<file path="src/rtl/downsampler.sv">
// downsampler: 2x2 box-average decimator feeding a downstream FIFO write port.
//
// Ports:
//   clock              system clock, all logic on the rising edge
//   reset              synchronous active-high reset
//   valid              data/sof carry a pixel this cycle (no backpressure)
//   data[7:0]          input luma pixel
//   sof                start of frame, qualified by valid; forces pixel (0,0)
//   fifo_full          downstream FIFO cannot accept a write
//   dataout[7:0]       averaged output pixel, held between writes
//   fifo_write         one-cycle write strobe for dataout
//   overflow           sticky: an output pixel was dropped due to fifo_full
//   current_rowcount   input row of the next expected pixel
//   current_colcount   input column of the next expected pixel
module downsampler #(
  parameter int IN_COLS = 840,
  parameter int IN_ROWS = 480,
  parameter int CNT_W   = 10
) (
  input  logic             clock,
  input  logic             reset,
  input  logic             valid,
  input  logic [7:0]       data,
  input  logic             sof,
  input  logic             fifo_full,
  output logic [7:0]       dataout,
  output logic             fifo_write,
  output logic             overflow,
  output logic [CNT_W-1:0] current_rowcount,
  output logic [CNT_W-1:0] current_colcount
);

  localparam int HALF = IN_COLS / 2;
  localparam int AW   = (HALF > 1) ? $clog2(HALF) : 1;
  localparam logic [CNT_W-1:0] COL_LAST = CNT_W'(IN_COLS - 1);
  localparam logic [CNT_W-1:0] ROW_LAST = CNT_W'(IN_ROWS - 1);

  logic [CNT_W-1:0] col_eff;
  logic [CNT_W-1:0] row_eff;
  logic [CNT_W-1:0] col_next;
  logic [CNT_W-1:0] row_next;
  logic [7:0]       pair_q;
  logic [8:0]       linebuf [HALF];
  logic [AW-1:0]    k;
  logic [8:0]       pair_sum;
  logic [9:0]       total;
  logic [7:0]       avg;
  logic             pair_done;
  logic             block_done;

  always_comb begin
    // sof overrides the counters: the pixel is treated as (0,0), which also
    // discards any partial pair because column 0 recaptures the pair register.
    col_eff    = sof ? '0 : current_colcount;
    row_eff    = sof ? '0 : current_rowcount;
    k          = col_eff[AW:1];
    pair_sum   = {1'b0, pair_q} + {1'b0, data};
    total      = {1'b0, linebuf[k]} + {1'b0, pair_sum};
    // Round half up; the maximum 1022 >> 2 = 255 always fits in 8 bits.
    avg        = 8'((total + 10'd2) >> 2);
    pair_done  = valid & col_eff[0];
    block_done = pair_done & row_eff[0];

    col_next = col_eff + 1'b1;
    row_next = row_eff;
    if (col_eff == COL_LAST) begin
      col_next = '0;
      row_next = (row_eff == ROW_LAST) ? '0 : row_eff + 1'b1;
    end
  end

  // Line buffer holds even-row pair sums; it is written on even rows and read
  // on odd rows, so one entry is never read and written in the same cycle.
  always_ff @(posedge clock) begin
    if (!reset && pair_done && !row_eff[0]) begin
      linebuf[k] <= pair_sum;
    end
  end

  always_ff @(posedge clock) begin
    if (reset) begin
      dataout          <= '0;
      fifo_write       <= 1'b0;
      overflow         <= 1'b0;
      current_rowcount <= '0;
      current_colcount <= '0;
      pair_q           <= '0;
    end else begin
      fifo_write <= 1'b0;
      if (valid) begin
        current_colcount <= col_next;
        current_rowcount <= row_next;
        if (!col_eff[0]) begin
          pair_q <= data;
        end
        if (block_done) begin
          if (fifo_full) begin
            overflow <= 1'b1;
          end else begin
            fifo_write <= 1'b1;
            dataout    <= avg;
          end
        end
      end
    end
  end

endmodule
</file>
<file path="config.mk">
export PLATFORM = sky130hd
export DESIGN_NAME = downsampler
export DESIGN_NICKNAME = d
export VERILOG_FILES = /design/src/rtl/downsampler.sv
export SDC_FILE = /design/constraint.sdc
export NUM_CORES = 2
export LEC_CHECK = 0
export CAP_MARGIN = 10
export CELL_PAD_IN_SITES_DETAIL_PLACEMENT = 0
export CELL_PAD_IN_SITES_GLOBAL_PLACEMENT = 1
export CORE_ASPECT_RATIO = 1.2
export CORE_MARGIN = 3
export CORE_UTILIZATION = 50
export DETAILED_ROUTE_END_ITERATION = 16
export GPL_ROUTABILITY_DRIVEN = 0
export PLACE_DENSITY = 0.74
export SYNTH_ARGS = -nofsm -noshare
export SYNTH_HDL_FRONTEND = slang
export SYNTH_SLANG_ARGS = --single-unit
</file>
<file path="constraint.sdc">
create_clock -name clock -period 24.9 [get_ports clock]
set_input_delay 4.98 -clock clock [delete_from_list [all_inputs] [get_ports clock]]
set_output_delay 4.98 -clock clock [all_outputs]
set_load 0.03 [all_outputs]
</file>
======== Yosys cells after proc, flatten, opt, wreduce, memory -nomap -nowiden ========
Memories as Yosys holds them, arrays and structs flattened.
Index checks and enable logic that the tools add are counted.
storage, ports and cells
  memories ................................ 1
  output and inout bits ................... 30
  RAM bits ................................ 3780
  bits in registers ....................... 38
  bits of input ports ..................... 13
operators by class
  add/subtract/negate cells ............... 5
  equal/unequal tests ..................... 2
  multiplexer cells ....................... 8
  bitwise gates (word level) .............. 6
  reduce and logical (&&, ||, !) cells .... 8
memory list
  memory   depth  width  rd ports  clocked after memory_dff  wr ports  RTL line  source
  linebuf  420    9      1         0                         1         43        logic [8:0] linebuf [HALF];
operator list
  operator                                               number
  two-way mux 10 bit                                     5
  adder 10 x 1 -> 10 bit (second input constant)         2
  adder 10 x 2 -> 10 bit (second input constant)         1
  adder 9 x 9 -> 10 bit                                  1
  equality test 10 bit (second input constant)           1
  equality test 10 x 9 -> 1 bit (second input constant)  1
  adder 8 x 8 -> 9 bit                                   1
  AND reduction 3 bit                                    2
  NOT 1 bit                                              4
  two-way mux 1 bit                                      3
  OR reduction 3 bit                                     1
  AND 1 bit                                              2
  logical AND 1 bit                                      2
  logical NOT 1 bit                                      2
  AND reduction 2 bit                                    1

======== Longest topological paths before layout ========
  depth after elaboration ................. 6
  depth in mapped cells ................... 33

======== Worst setup path before layout ========
Ideal clock, no wire load.
  path type ............................... input-to-reg
  start point ............................. input port data[1]
  end point ............................... register dataout[7]
  data required time ...................... 24829 ps
  path buffers ............................ 0
  arrival time ............................ 20578 ps
  stages on the path ...................... 16
  path slack .............................. 4251 ps
  path through ............................ ha_1 > a21o_1 > a21oi_1 > xnor2_1 > ha_1 > ha_1 > nor2b_1 > o21ai_0 > nor2b_1 > o21bai_1 > a21o_1 > a21o_1 > a21oi_1 > xnor2_1 > nand2_1 > a21oi_1
on the way
  longest elaborated chain between the ends .. 3
RTL lines
  what                    RTL line  source
  from (decl)             23        input logic [7:0] data,
  adder 8 x 8 -> 9 bit    57        pair_sum = {1'b0, pair_q} + {1'b0, data};
  named net pair_sum[3]   45        logic [8:0] pair_sum;
  adder 9 x 9 -> 10 bit   58        total = {1'b0, linebuf[k]} + {1'b0, pair_sum};
  adder 10 x 2 -> 10 bit  60        avg = 8'((total + 10'd2) >> 2);
  to (signal assigned)    101       dataout <= avg;
  to (decl)               26        output logic [7:0] dataout,
The timed path passes the listed nets, and every way through them passes these cells.
A chain may end at the register's enable or synchronous reset.

======== Worst setup path in the final report ========
  start point ............................. input port sof
  end point ............................... register dataout[7]
on the way
  longest elaborated chain between the ends .. 4
  elaborated cells between the ends (all ways) .. 8
  those cells by class .................... add/sub: 2; mux: 2; bitwise: 2; reduce/logical: 1; memory: 1
RTL lines
  what                                                                  RTL line  source
  from (decl)                                                           24        input logic sof,
  two-way mux 10 bit                                                    54        col_eff = sof ? '0 : current_colcount;
  memory read (420 x 9 bit) / AND 1 bit (equally long branches)         -
  adder 9 x 9 -> 10 bit / AND 1 bit (equally long branches)             58, 62
  adder 10 x 2 -> 10 bit / AND reduction 3 bit (equally long branches)  -
Parallel ways exist; a longest one is shown, timed or not.

==> run summary <==
Total Wirelength = 455100 µm
Post-layout power = 0.01343 W
Cell area after technology mapping = 148400 µm²
Violated checks = slew limit
Via total after detailed routing = 89005
Area fraction in and, or, nand and nor cells after synthesis = 2.653%
Startpoint of the most critical hold path = overflow$_SDFFE_PP0P_
Slowest Stage Delay on Critical Path = 1.12 ns
Clock sink total = 3818
Number of buffers added for setup after CTS = 0
Minimum clock period after layout = 12.87 ns
Arrival time at the worst endpoint = 13.70 ns
Final-report setup violation count = 0
CP required = 25.73 ns
Post-synthesis sequential element count = 3818
Reported leakage power = 49.35 nW
Rel. slew slack = -3.347%
Number of buffers on the longest clock path = 4
Final Cycle Share = 51.68%
Worst Hold Margin = 0.4762 ns
Detailed-routing iteration count for the pre-antenna-repair pass = 8
Maximum clock rate = 77.72 MHz
Chip height = 602.7 µm
Number of standard cells in the layout, taps in and fillers out = 13200
Critical-path top delay cell = o21ai_0
Drt first-iter violations = 13026
Core area = 294600 µm²
Number of nets in the synthesized netlist = 9115
Worst Skew = 0.06453 ns
Final routed wire length divided by cell count = 34.48 µm
Number of enable-type register cells in the synthesized netlist = 3780
Final net count = 9081
Fin Setup TNS = 0 ns
Signed area change from the synthesized netlist to the final layout = 10.88%
Slew @ Worst Pin = 1.550 ns
Clock-pin transition on the worst setup and hold timing paths = 0.06 ns
Count of cells along the worst hold path = 2
Detailed-route vias per instance = 6.743
Count of mapped cells out of synthesis = 9075
Width of the chip = 503.3 µm
Count of synthesis-stage warnings from yosys = 0
Number of distinct library cell variants in the gate-level netlist after synthesis = 77
Parity-gate share of the synthesized area counting xor and xnor cells = 0.06493%
Maximum number of pins on one net before global-route repair = 221
Hold violation total from the final report = 0
Post-Synth Adder-Cell Area = 0.2378%
R2R depth = 25
Clock network latency to the later pin of the worst-skew pair = 0.91 ns
Most common cell after layout, fill and taps aside = edfxtp_1
Peak supply drop = 0.06090 mV
Initial antenna violation count = 32
Remaining global-route overflow = 0
Outcome = finished with violations
Post-cts gate resize count = 0
RR Startpoint = current_colcount[1]$_SDFFE_PP0P_
Final max-slew violation count = 1
Number of placed instances, taps included = 12523
Post-Syn Area per Cell = 16.35 µm²
Critical path class = in2reg
Fraction of the mapped netlist area in compound gates = 11.24%
Maximum capacitance violations = 0
Proportion of synthesized flip-flops having asynchronous set or reset = 0%
Number of ports placed on the die boundary = 43
Floorplan row count = 218
Gr usage total = 29.36%
Sequential area share after synthesis = 77.02%
Highest-count cells in the layout ignoring fill and taps = 3780 x edfxtp_1, 1200 x o22ai_1, 832 x mux2i_1
Starting Density = 50.37%
Unrepaired setup endpoints after global routing = no
Hold WC Path Type = reg2reg
Power per standard cell area = 81.66 nW/µm²
Wire length of the first global-routing pass = 641900 µm
CTS H-Tree Depth = 5
Fraction of final layout cells with drive strength greater than 1 = 9.995%
Fraction of synthesized area in multiplexers = 6.615%
CTS tree = built
Peak fanout along the critical path = 52
Capturing element type of the critical path = flip-flop
Dominant combinational cell family by area after synthesis = compound AO/OA/AOI/OAI gates
Die Area = 303300 µm²
Clock Root Buffer = clkbuf_16
Hold buffer count at CTS = 0
Final ANT Viol Nets = 0
Critical Path Source = sof
Port Buf Inserts = 42
Number of clock buffers inserted by TritonCTS = 365
Post-detailed-placement half-perimeter wirelength = 264100 µm
Most frequently used flop master after synthesis = edfxtp_1
Total DRC errors in the routed layout = 0
Number of global-route vias before repair = 85397
Kind of start point of the critical path = input port
layer usage:
layer	part of all wire [%]	global-route usage, %	up-vias
li1	-	-	36631
met1	37	39.18	45566
met2	47	45.74	5676
met3	11	5.776	1114
met4	6.0	15.58	18
met5	0.049	0.2721	-
final timing paths:
check / end / slack, ns
max: dataout[7]$_SDFFE_PP0P_ / 12.03
min: overflow$_SDFFE_PP0P_ / 0.48
max reg2reg: dataout[7]$_SDFFE_PP0P_ / 15.35
min reg2reg: overflow$_SDFFE_PP0P_ / 0.48
final cells by class:
type                    count  area [µm²]
multi-input cells        4566       31190
well taps                3850        4817
flip-flops and latches   3818      114300
clock buffers             447        9641
repair buffers            275        2434
clock inverters           214        2057
diodes                     15       37.54
fillers                 22580      130100
inverters                  15       66.31
registers in the layout (all words and copies together), names as in the netlist:
register / cells
linebuf: 3780
current_colcount: 10
current_rowcount: 10
dataout: 8
pair_q: 8
fifo_write: 1
overflow: 1
logic make-up after synthesis:
kind of cell	Yosys count
flip-flops	3818
AO/OA/AOI/OAI	2683
multiplexers	937
AND/OR/NAND/NOR	908
buffers and inverters	691
adder cells (fa/ha/maj)	27
XOR/XNOR	11
critical path: cells and delay by family:
family,cells,cell delay [ns]
AOI/OAI and AO/OA,14,4.04
and+or+nand+nor,8,1.36
adders and majority gates,2,0.76
xor gates and xnor gates,1,0.16
buffers and inverters,4,2.27
through the flow:
step,cell area (µm²),worst slack [ns],utilization (%)
after floorplan,148400,4.251,-
after global placement,152700,11.11,51.84
after detailed placement,152800,11.47,51.86
after CTS,164500,12.41,55.83
after global routing,164500,11.97,55.84
final,164500,12.03,55.85
cells in the mapped netlist, types with 10 or more instances:
| cell type | number | area share (%) |
|---|---|---|
| a211oi_1 | 22 | 0.11 |
| a21oi_1 | 655 | 2.2 |
| a221oi_1 | 26 | 0.15 |
| a22o_1 | 73 | 0.43 |
| a22oi_1 | 169 | 0.86 |
| and3_1 | 10 | 0.042 |
| buf_1 | 107 | 0.27 |
| buf_2 | 177 | 0.60 |
| buf_4 | 100 | 0.51 |
| clkbuf_1 | 286 | 0.72 |
| dfxtp_1 | 38 | 0.51 |
| edfxtp_1 | 3780 | 77 |
| ha_1 | 25 | 0.21 |
| inv_1 | 12 | 0.030 |
| mux2_2 | 78 | 0.59 |
| mux2i_1 | 832 | 5.6 |
| mux4_2 | 27 | 0.41 |
| nand2_1 | 137 | 0.35 |
| nand2b_1 | 17 | 0.072 |
| nand3_1 | 29 | 0.098 |
| nand4_1 | 26 | 0.11 |
| nor2_1 | 556 | 1.4 |
| nor2b_1 | 29 | 0.12 |
| nor3_1 | 29 | 0.098 |
| nor3b_1 | 15 | 0.076 |
| o211ai_1 | 41 | 0.21 |
| o21ai_0 | 282 | 0.95 |
| o21bai_1 | 12 | 0.061 |
| o221ai_1 | 58 | 0.34 |
| o22a_1 | 59 | 0.35 |
| o22ai_1 | 1200 | 5.1 |
| or2_2 | 28 | 0.12 |
power breakdown:
| part | internal (W) | switching [W] | total, W |
|---|---|---|---|
| sequential | 0.00731 | 0.00000157 | 0.00731 |
| combinational | 0.0000996 | 0.000502 | 0.000602 |
| clock | 0.00315 | 0.00237 | 0.00552 |
| total | 0.0106 | 0.00288 | 0.0134 |
Power figures use the tool's default switching activity.
